--- config.mk ---
export PLATFORM = sky130hd
export DESIGN_NAME = mult_div_seq
export DESIGN_NICKNAME = d
export VERILOG_FILES = /design/src/rtl/mdu_pkg.sv /design/src/rtl/mult_div_seq_div_step.sv /design/src/rtl/mult_div_seq.sv
export SDC_FILE = /design/constraint.sdc
export NUM_CORES = 1
export LEC_CHECK = 0
export ABC_AREA = 1
export BUFFER_PORTS_ARGS = -buffer_cell sky130_fd_sc_hd__buf_2
export CAP_MARGIN = 40
export CORE_ASPECT_RATIO = 0.5
export CORE_MARGIN = 4
export CORE_UTILIZATION = 42
export CTS_CLUSTER_SIZE = 16
export DETAILED_ROUTE_END_ITERATION = 12
export GPL_TIMING_DRIVEN = 1
export PLACE_DENSITY_LB_ADDON = 0.08
export SETUP_SLACK_MARGIN = 0.2
export SLEW_MARGIN = 15
export SYNTH_ARGS = -nofsm -noshare
export SYNTH_HDL_FRONTEND = slang
export SYNTH_HIERARCHICAL = 1
export SYNTH_SLANG_ARGS = --single-unit
--- constraint.sdc ---
create_clock -name clock -period 3.4 [get_ports clock]
set_input_delay 0.68 -clock clock [delete_from_list [all_inputs] [get_ports clock]]
set_output_delay 0.68 -clock clock [all_outputs]
set_load 0.03 [all_outputs]
--- src/rtl/mdu_pkg.sv ---
// Shared definitions for the iterative multiply/divide unit: sequencer state
// encoding, default operand width and the Booth bit-pair decode.
package mdu_pkg;

  localparam int MDU_WIDTH = 32;

  localparam logic [2:0] ST_IDLE     = 3'd0;
  localparam logic [2:0] ST_MULT_RUN = 3'd1;
  localparam logic [2:0] ST_DIV_RUN  = 3'd2;
  localparam logic [2:0] ST_DIV_FIX  = 3'd3;
  localparam logic [2:0] ST_FINISH   = 3'd4;

  typedef enum logic [2:0] {
    IDLE     = ST_IDLE,
    MULT_RUN = ST_MULT_RUN,
    DIV_RUN  = ST_DIV_RUN,
    DIV_FIX  = ST_DIV_FIX,
    FINISH   = ST_FINISH
  } mdu_state_t;

  // Booth pair {Q[0], q-1}: 00/11 hold, 01 add multiplicand, 10 subtract it.
  localparam logic [1:0] BOOTH_ADD = 2'b01;
  localparam logic [1:0] BOOTH_SUB = 2'b10;

endpackage

--- src/rtl/mult_div_seq_div_step.sv ---
// One restoring-division step on unsigned magnitudes: shift the next dividend
// bit into the partial remainder and subtract the divisor if it fits.
module div_step
  import mdu_pkg::*;
#(
  parameter int WIDTH = MDU_WIDTH
) (
  input  logic [WIDTH-1:0] rem_in,
  input  logic             dvd_bit,
  input  logic [WIDTH-1:0] divisor,
  output logic [WIDTH-1:0] rem_out,
  output logic             q_bit
);

  logic [WIDTH:0] trial;
  logic [WIDTH:0] diff;

  // The remainder is always below the divisor, so the shifted trial value
  // fits in WIDTH+1 bits and a clear diff MSB means the subtraction fits.
  always_comb begin
    trial   = {rem_in, dvd_bit};
    diff    = trial - {1'b0, divisor};
    q_bit   = ~diff[WIDTH];
    rem_out = q_bit ? diff[WIDTH-1:0] : trial[WIDTH-1:0];
  end

endmodule

--- src/rtl/mult_div_seq.sv ---
// Iterative signed multiply (radix-2 Booth) and divide (restoring) unit with
// its own sequencer and the HI/LO result registers read by mfhi/mflo.
module mult_div_seq
  import mdu_pkg::*;
#(
  parameter int WIDTH = MDU_WIDTH,
  parameter int CNT_W = 5
) (
  input  logic             clock,
  input  logic             RESET_in,
  input  logic             start_mult,
  input  logic             start_div,
  input  logic [WIDTH-1:0] op_a,
  input  logic [WIDTH-1:0] op_b,
  output logic             busy,
  output logic             done,
  output logic             div_zero,
  output logic [WIDTH-1:0] hi,
  output logic [WIDTH-1:0] lo
);

  function automatic logic [WIDTH-1:0] magnitude(input logic signed [WIDTH-1:0] v);
    return v[WIDTH-1] ? -v : v;
  endfunction

  function automatic logic [WIDTH-1:0] apply_sign(input logic [WIDTH-1:0] mag,
                                                  input logic             neg);
    return neg ? -mag : mag;
  endfunction

  mdu_state_t state, state_nxt;
  logic [CNT_W-1:0] cnt;
  logic             last_step;

  logic launch_mult;
  logic launch_div;
  logic div_by_zero;

  // Booth datapath: A is one bit wider than the operand so that subtracting
  // the most negative multiplicand cannot overflow.
  logic signed [WIDTH:0]   acc_a;
  logic signed [WIDTH:0]   mcand;
  logic [WIDTH-1:0]        acc_q;
  logic                    acc_qm1;
  logic signed [WIDTH:0]   booth_sum;
  logic signed [WIDTH:0]   booth_a_nxt;
  logic [WIDTH-1:0]        booth_q_nxt;
  logic [2*WIDTH-1:0]      product;

  // Divide datapath: dvd shifts the dividend out at the top and collects the
  // quotient bits at the bottom, so it holds the quotient once the run ends.
  logic [WIDTH-1:0] dvd;
  logic [WIDTH-1:0] dvs;
  logic [WIDTH-1:0] rem;
  logic             sign_a;
  logic             sign_b;
  logic [WIDTH-1:0] div_rem_nxt;
  logic             div_q_bit;
  logic [WIDTH-1:0] quo_fix;
  logic [WIDTH-1:0] rem_fix;

  assign last_step   = (cnt == CNT_W'(WIDTH - 1));
  assign div_by_zero = (op_b == '0);
  assign launch_mult = (state == IDLE) && start_mult;
  assign launch_div  = (state == IDLE) && start_div && !start_mult && !div_by_zero;

  // Booth step: add/subtract per bit pair, then arithmetic right shift of {A,Q,q-1}.
  always_comb begin
    unique case ({acc_q[0], acc_qm1})
      BOOTH_ADD: booth_sum = acc_a + mcand;
      BOOTH_SUB: booth_sum = acc_a - mcand;
      default:   booth_sum = acc_a;
    endcase
    booth_a_nxt = {booth_sum[WIDTH], booth_sum[WIDTH:1]};
    booth_q_nxt = {booth_sum[0], acc_q[WIDTH-1:1]};
    product     = {booth_a_nxt[WIDTH-1:0], booth_q_nxt};
  end

  div_step #(
    .WIDTH (WIDTH)
  ) u_div_step (
    .rem_in  (rem),
    .dvd_bit (dvd[WIDTH-1]),
    .divisor (dvs),
    .rem_out (div_rem_nxt),
    .q_bit   (div_q_bit)
  );

  // Sign fix-up: quotient negative when signs differ, remainder follows the dividend.
  always_comb begin
    quo_fix = apply_sign(dvd, sign_a ^ sign_b);
    rem_fix = apply_sign(rem, sign_a);
  end

  // Next-state and status outputs of the sequencer.
  always_comb begin
    state_nxt = state;
    busy      = 1'b0;
    done      = 1'b0;
    unique case (state)
      IDLE: begin
        if (launch_mult)     state_nxt = MULT_RUN;
        else if (launch_div) state_nxt = DIV_RUN;
      end
      MULT_RUN: begin
        busy = 1'b1;
        if (last_step) state_nxt = FINISH;
      end
      DIV_RUN: begin
        busy = 1'b1;
        if (last_step) state_nxt = DIV_FIX;
      end
      DIV_FIX: begin
        busy      = 1'b1;
        state_nxt = FINISH;
      end
      FINISH: begin
        done      = 1'b1;
        state_nxt = IDLE;
      end
      default: state_nxt = IDLE;
    endcase
  end

  // Control state, iteration counter, divide-by-zero flag and HI/LO results.
  always_ff @(posedge clock or posedge RESET_in) begin
    if (RESET_in) begin
      state    <= IDLE;
      cnt      <= '0;
      div_zero <= 1'b0;
      hi       <= '0;
      lo       <= '0;
    end else begin
      state    <= state_nxt;
      div_zero <= (state == IDLE) && start_div && !start_mult && div_by_zero;
      if (launch_mult || launch_div)
        cnt <= '0;
      else if (state == MULT_RUN || state == DIV_RUN)
        cnt <= cnt + CNT_W'(1);
      if (state == MULT_RUN && last_step) begin
        hi <= product[2*WIDTH-1:WIDTH];
        lo <= product[WIDTH-1:0];
      end else if (state == DIV_FIX) begin
        hi <= rem_fix;
        lo <= quo_fix;
      end
    end
  end

  // Operand capture and per-cycle iteration of the arithmetic datapath.
  always_ff @(posedge clock) begin
    unique case (state)
      IDLE: begin
        if (launch_mult) begin
          acc_a   <= '0;
          acc_q   <= op_b;
          acc_qm1 <= 1'b0;
          mcand   <= {op_a[WIDTH-1], op_a};
        end else if (launch_div) begin
          dvd    <= magnitude(op_a);
          dvs    <= magnitude(op_b);
          rem    <= '0;
          sign_a <= op_a[WIDTH-1];
          sign_b <= op_b[WIDTH-1];
        end
      end
      MULT_RUN: begin
        acc_a   <= booth_a_nxt;
        acc_q   <= booth_q_nxt;
        acc_qm1 <= acc_q[0];
      end
      DIV_RUN: begin
        rem <= div_rem_nxt;
        dvd <= {dvd[WIDTH-2:0], div_q_bit};
      end
      default: ;
    endcase
  end

endmodule
==> results.cfg <==
[outcome]
outcome = finished clean

[cells_and_area]
fin_cells = 3798
drive_gt1_share_pct = 17.9
antennaDiodeCount = 0
multi_input_area_um2 = 11500
final_common_cell = nand2_1
final_core_util_pct = 51.8
area_growth_syn_to_layout_pct = 21.0
final_cell_mix = nand2_1, inv_1, nor2_1
final-seq-area_um2 = 7680
fill_cells = 4858
final_nets = 3280

[timing]
rsz0062_at_grt = yes
worst_slew_pin_slew_ns = 0.710
clock_skew_ns = 0.0262
setup_viol = 0
hold_viol_final = 0
slew_viol_final = 0
min_period_ns = 3.35
fmax_ghz = 0.298
fin_crit_sh_pct = 98.7
slew_headroom_pct = 52.1
fin_ws_ns = 0.0454

[power_and_ir_drop]
finalPower_uw = 27000
powerDensity_nw_per_um2 = 1100
ir_drop_uv = 612
leakage_uw = 0.0117

[cts]
cts_buffer_depth = 3
cts_sinks = 268
path_clk_slew_ns = 0.08
numCtsBuffers = 28
root_buffer = clkbuf_16
insertion_delay_ns = 0.60
cts_tree = done
h-tree-depth = 1
postCtsHoldBufs = 0

[drt]
firstDrtPassIters = 6
drc_errors = 0
routed_wl_um = 71900
wire_per_inst_um = 18.9
via_count = 19700
ant_nets = 0
routed_via_density = 5.18
drtIter0Drc = 1707

[yosys]
yosysUniqueCellTypes = 57
ys_ff_latch = 268
syn_inst = 2900
yosysWarnings = 6
synth_flop_cell = edfxtp_1
synthSimpleGateAreaFrac_pct = 32.3
synth_xor_xnor_area_share_pct = 4.68
synthAdderAreaFrac_pct = 4.65
synth_enable_flop_cells = 195
async_flop_share_pct = 27.2
synthMuxAreaShare_pct = 0.149
syn_nets = 3042
synth_top_family_by_area = simple AND/OR/NAND/NOR gates
syn_area_per_cell_um2 = 6.97
synth-compound-area-share_pct = 10.2
ys_seq_area_share_pct = 38.0
synth_area_um2 = 20200

[floorplanning]
fp.dieW_um = 318
die-height_um = 163
row_count = 56
initial_core_util_pct = 42.8
ios = 135
core_area_um2 = 47200
dieArea_um2 = 51900

[run]
maxCapViolCount = 0

[worst_setup_path]
r2r-start = mcand[7]
critPathCapture = acc_a[30]
cp-startpoint = mcand[7]
startpoint_type = flip-flop
cp-end-kind = flip-flop
r2r_cells = 22
crit_type = reg -> reg
r2r_end = acc_a[30]
path_max_fanout = 5
cp.required_ns = 3.74
worstPathArrival_ns = 3.69
r2r_setup_slack_ns = 0.05

[placement]
pre_cts_ws_ns = -0.383
post-dp-hpwl_um = 56200
port_buffers = 134
gp_congestion = 0.951
placed_cells = 3731

[min_path]
hold_class = in -> async

[global_routing]
grt_overflow = 0
first_global_vias = 18300
grt_max_degree = 63
track_usage_pct = 27.1
grt_pass1_wl_um = 109000
antenna_found_initial = 1
## cells in the mapped netlist, types with 4 or more instances
| cell type | instances | area share [%] |
|---|---|---|
| inv_1 | 445 | 8.3 |
| o311ai_0 | 4 | 0.17 |
| xor2_1 | 84 | 3.6 |
| edfxtp_1 | 195 | 29 |
| nand3b_1 | 7 | 0.26 |
| a21oi_1 | 121 | 3.0 |
| nor2_1 | 327 | 6.1 |
| nand3_1 | 185 | 4.6 |
| ha_1 | 72 | 4.5 |
| nand2_2 | 13 | 0.40 |
| nor3_1 | 40 | 0.99 |
| o31ai_1 | 6 | 0.22 |
| nor2_2 | 6 | 0.19 |
| buf_2 | 12 | 0.30 |
| buf_6 | 6 | 0.33 |
| o21bai_1 | 16 | 0.59 |
| or2_2 | 14 | 0.43 |
| o21ai_1 | 6 | 0.15 |
| nand4_1 | 36 | 1.1 |
| dfrtp_1 | 73 | 9.0 |
| o21ai_0 | 148 | 3.7 |
| a21o_1 | 5 | 0.19 |
| o211ai_1 | 23 | 0.85 |
| or2_0 | 7 | 0.22 |
| buf_1 | 10 | 0.19 |
| clkbuf_1 | 42 | 0.78 |
| nand2_1 | 887 | 16 |
| or2_1 | 4 | 0.12 |
| o22ai_1 | 7 | 0.22 |
| inv_2 | 7 | 0.13 |
| o221ai_1 | 5 | 0.22 |
| nor4_1 | 6 | 0.19 |
| xnor2_1 | 24 | 1.0 |
| a31oi_1 | 10 | 0.31 |
| and2_1 | 7 | 0.22 |
## registers in the layout, summed over array words and instances (netlist names)
signal	flops
acc_a	32
acc_q	32
acc_qm1	1
cnt	5
div_zero	1
dvd	32
dvs	32
hi	32
lo	32
mcand	32
rem	32
sign_a	1
sign_b	1
state	3
## cells by family (layout without fill, tap and decap cells)
kind of cell	Yosys count	count (layout)
simple gates	1558	1558
mux	3	3
xor+xnor	108	108
flops	268	268
fa+ha+maj	74	74
compound gates	365	365
buf+inv	524	784
## through the flow
step	setup TNS [ns]	cell area (µm²)	hold slack, ns
2_1_floorplan	0	20200	0.467
3_3_place_gp	-3.57	22400	0.486
3_5_place_dp	-4.46	22400	0.490
4_1_cts	0	23800	0.120
5_1_grt	-2.06	24500	0.149
6_report	0	24500	0.128
## worst min path at each step
stage | start | slack, ns | to
3_3_place_gp | lo[0] | 0.49 | lo[0]
6_report | RESET_in | 0.13 | hi[30]
5_1_grt | RESET_in | 0.15 | hi[16]
4_1_cts | RESET_in | 0.12 | hi[30]
2_1_floorplan | acc_q[23] | 0.47 | lo[22]
3_5_place_dp | lo[0] | 0.49 | lo[0]
## routing by layer
layer	share of wire (%)	global-route usage, %	wire (µm)	vias up
met5	0	0	0	-
met4	2.2	5.06	1560	0
met3	7.0	4.30	5000	91
met2	44	42.8	31500	575
met1	47	39.8	33800	9231
li1	-	-	-	9789
## where the power goes
group	leakage [µW]	switching [µW]	internal (µW)
logic	0.00855	11000	6240
registers	0.00274	1300	5280
clock network	0.000455	1400	1790
## what timing repair did
action / CTS / global route
buffers inserted: 7 / 8
pin swaps: 53 / 58
setup endpoints to repair: 44 / 65
gates resized for setup: 116 / 140
## cell type report
type	instances	area share, %
Sequential cell	268	31.4
Multi-Input combinational cell	2108	47.1
Timing Repair Buffer	279	7.50
Tap cell	638	3.26
Clock inverter	12	0.343
Inverter	453	6.97
Clock buffer	40	3.43
## worst max-delay path: stages (launching register included)
cell and delay [ns]:
edfxtp_1 0.40, buf_6 0.14, nor2_4 0.11, nand2_2 0.07, nor3_4 0.22, nand2_4 0.09, nor2_4 0.23, nand3_2 0.13
nand2_2 0.10, o21ai_2 0.06, xor2_1 0.15, inv_1 0.10, ha_4 0.31, nand2_4 0.06, nor3_4 0.21, nand2_1 0.11
nand3_2 0.10, nor2_2 0.05, nand3_1 0.09, nand3_2 0.11, buf_6 0.16, nand2_2 0.04, nor2_1 0.04
Note: power is estimated with default switching activity, not from simulation.
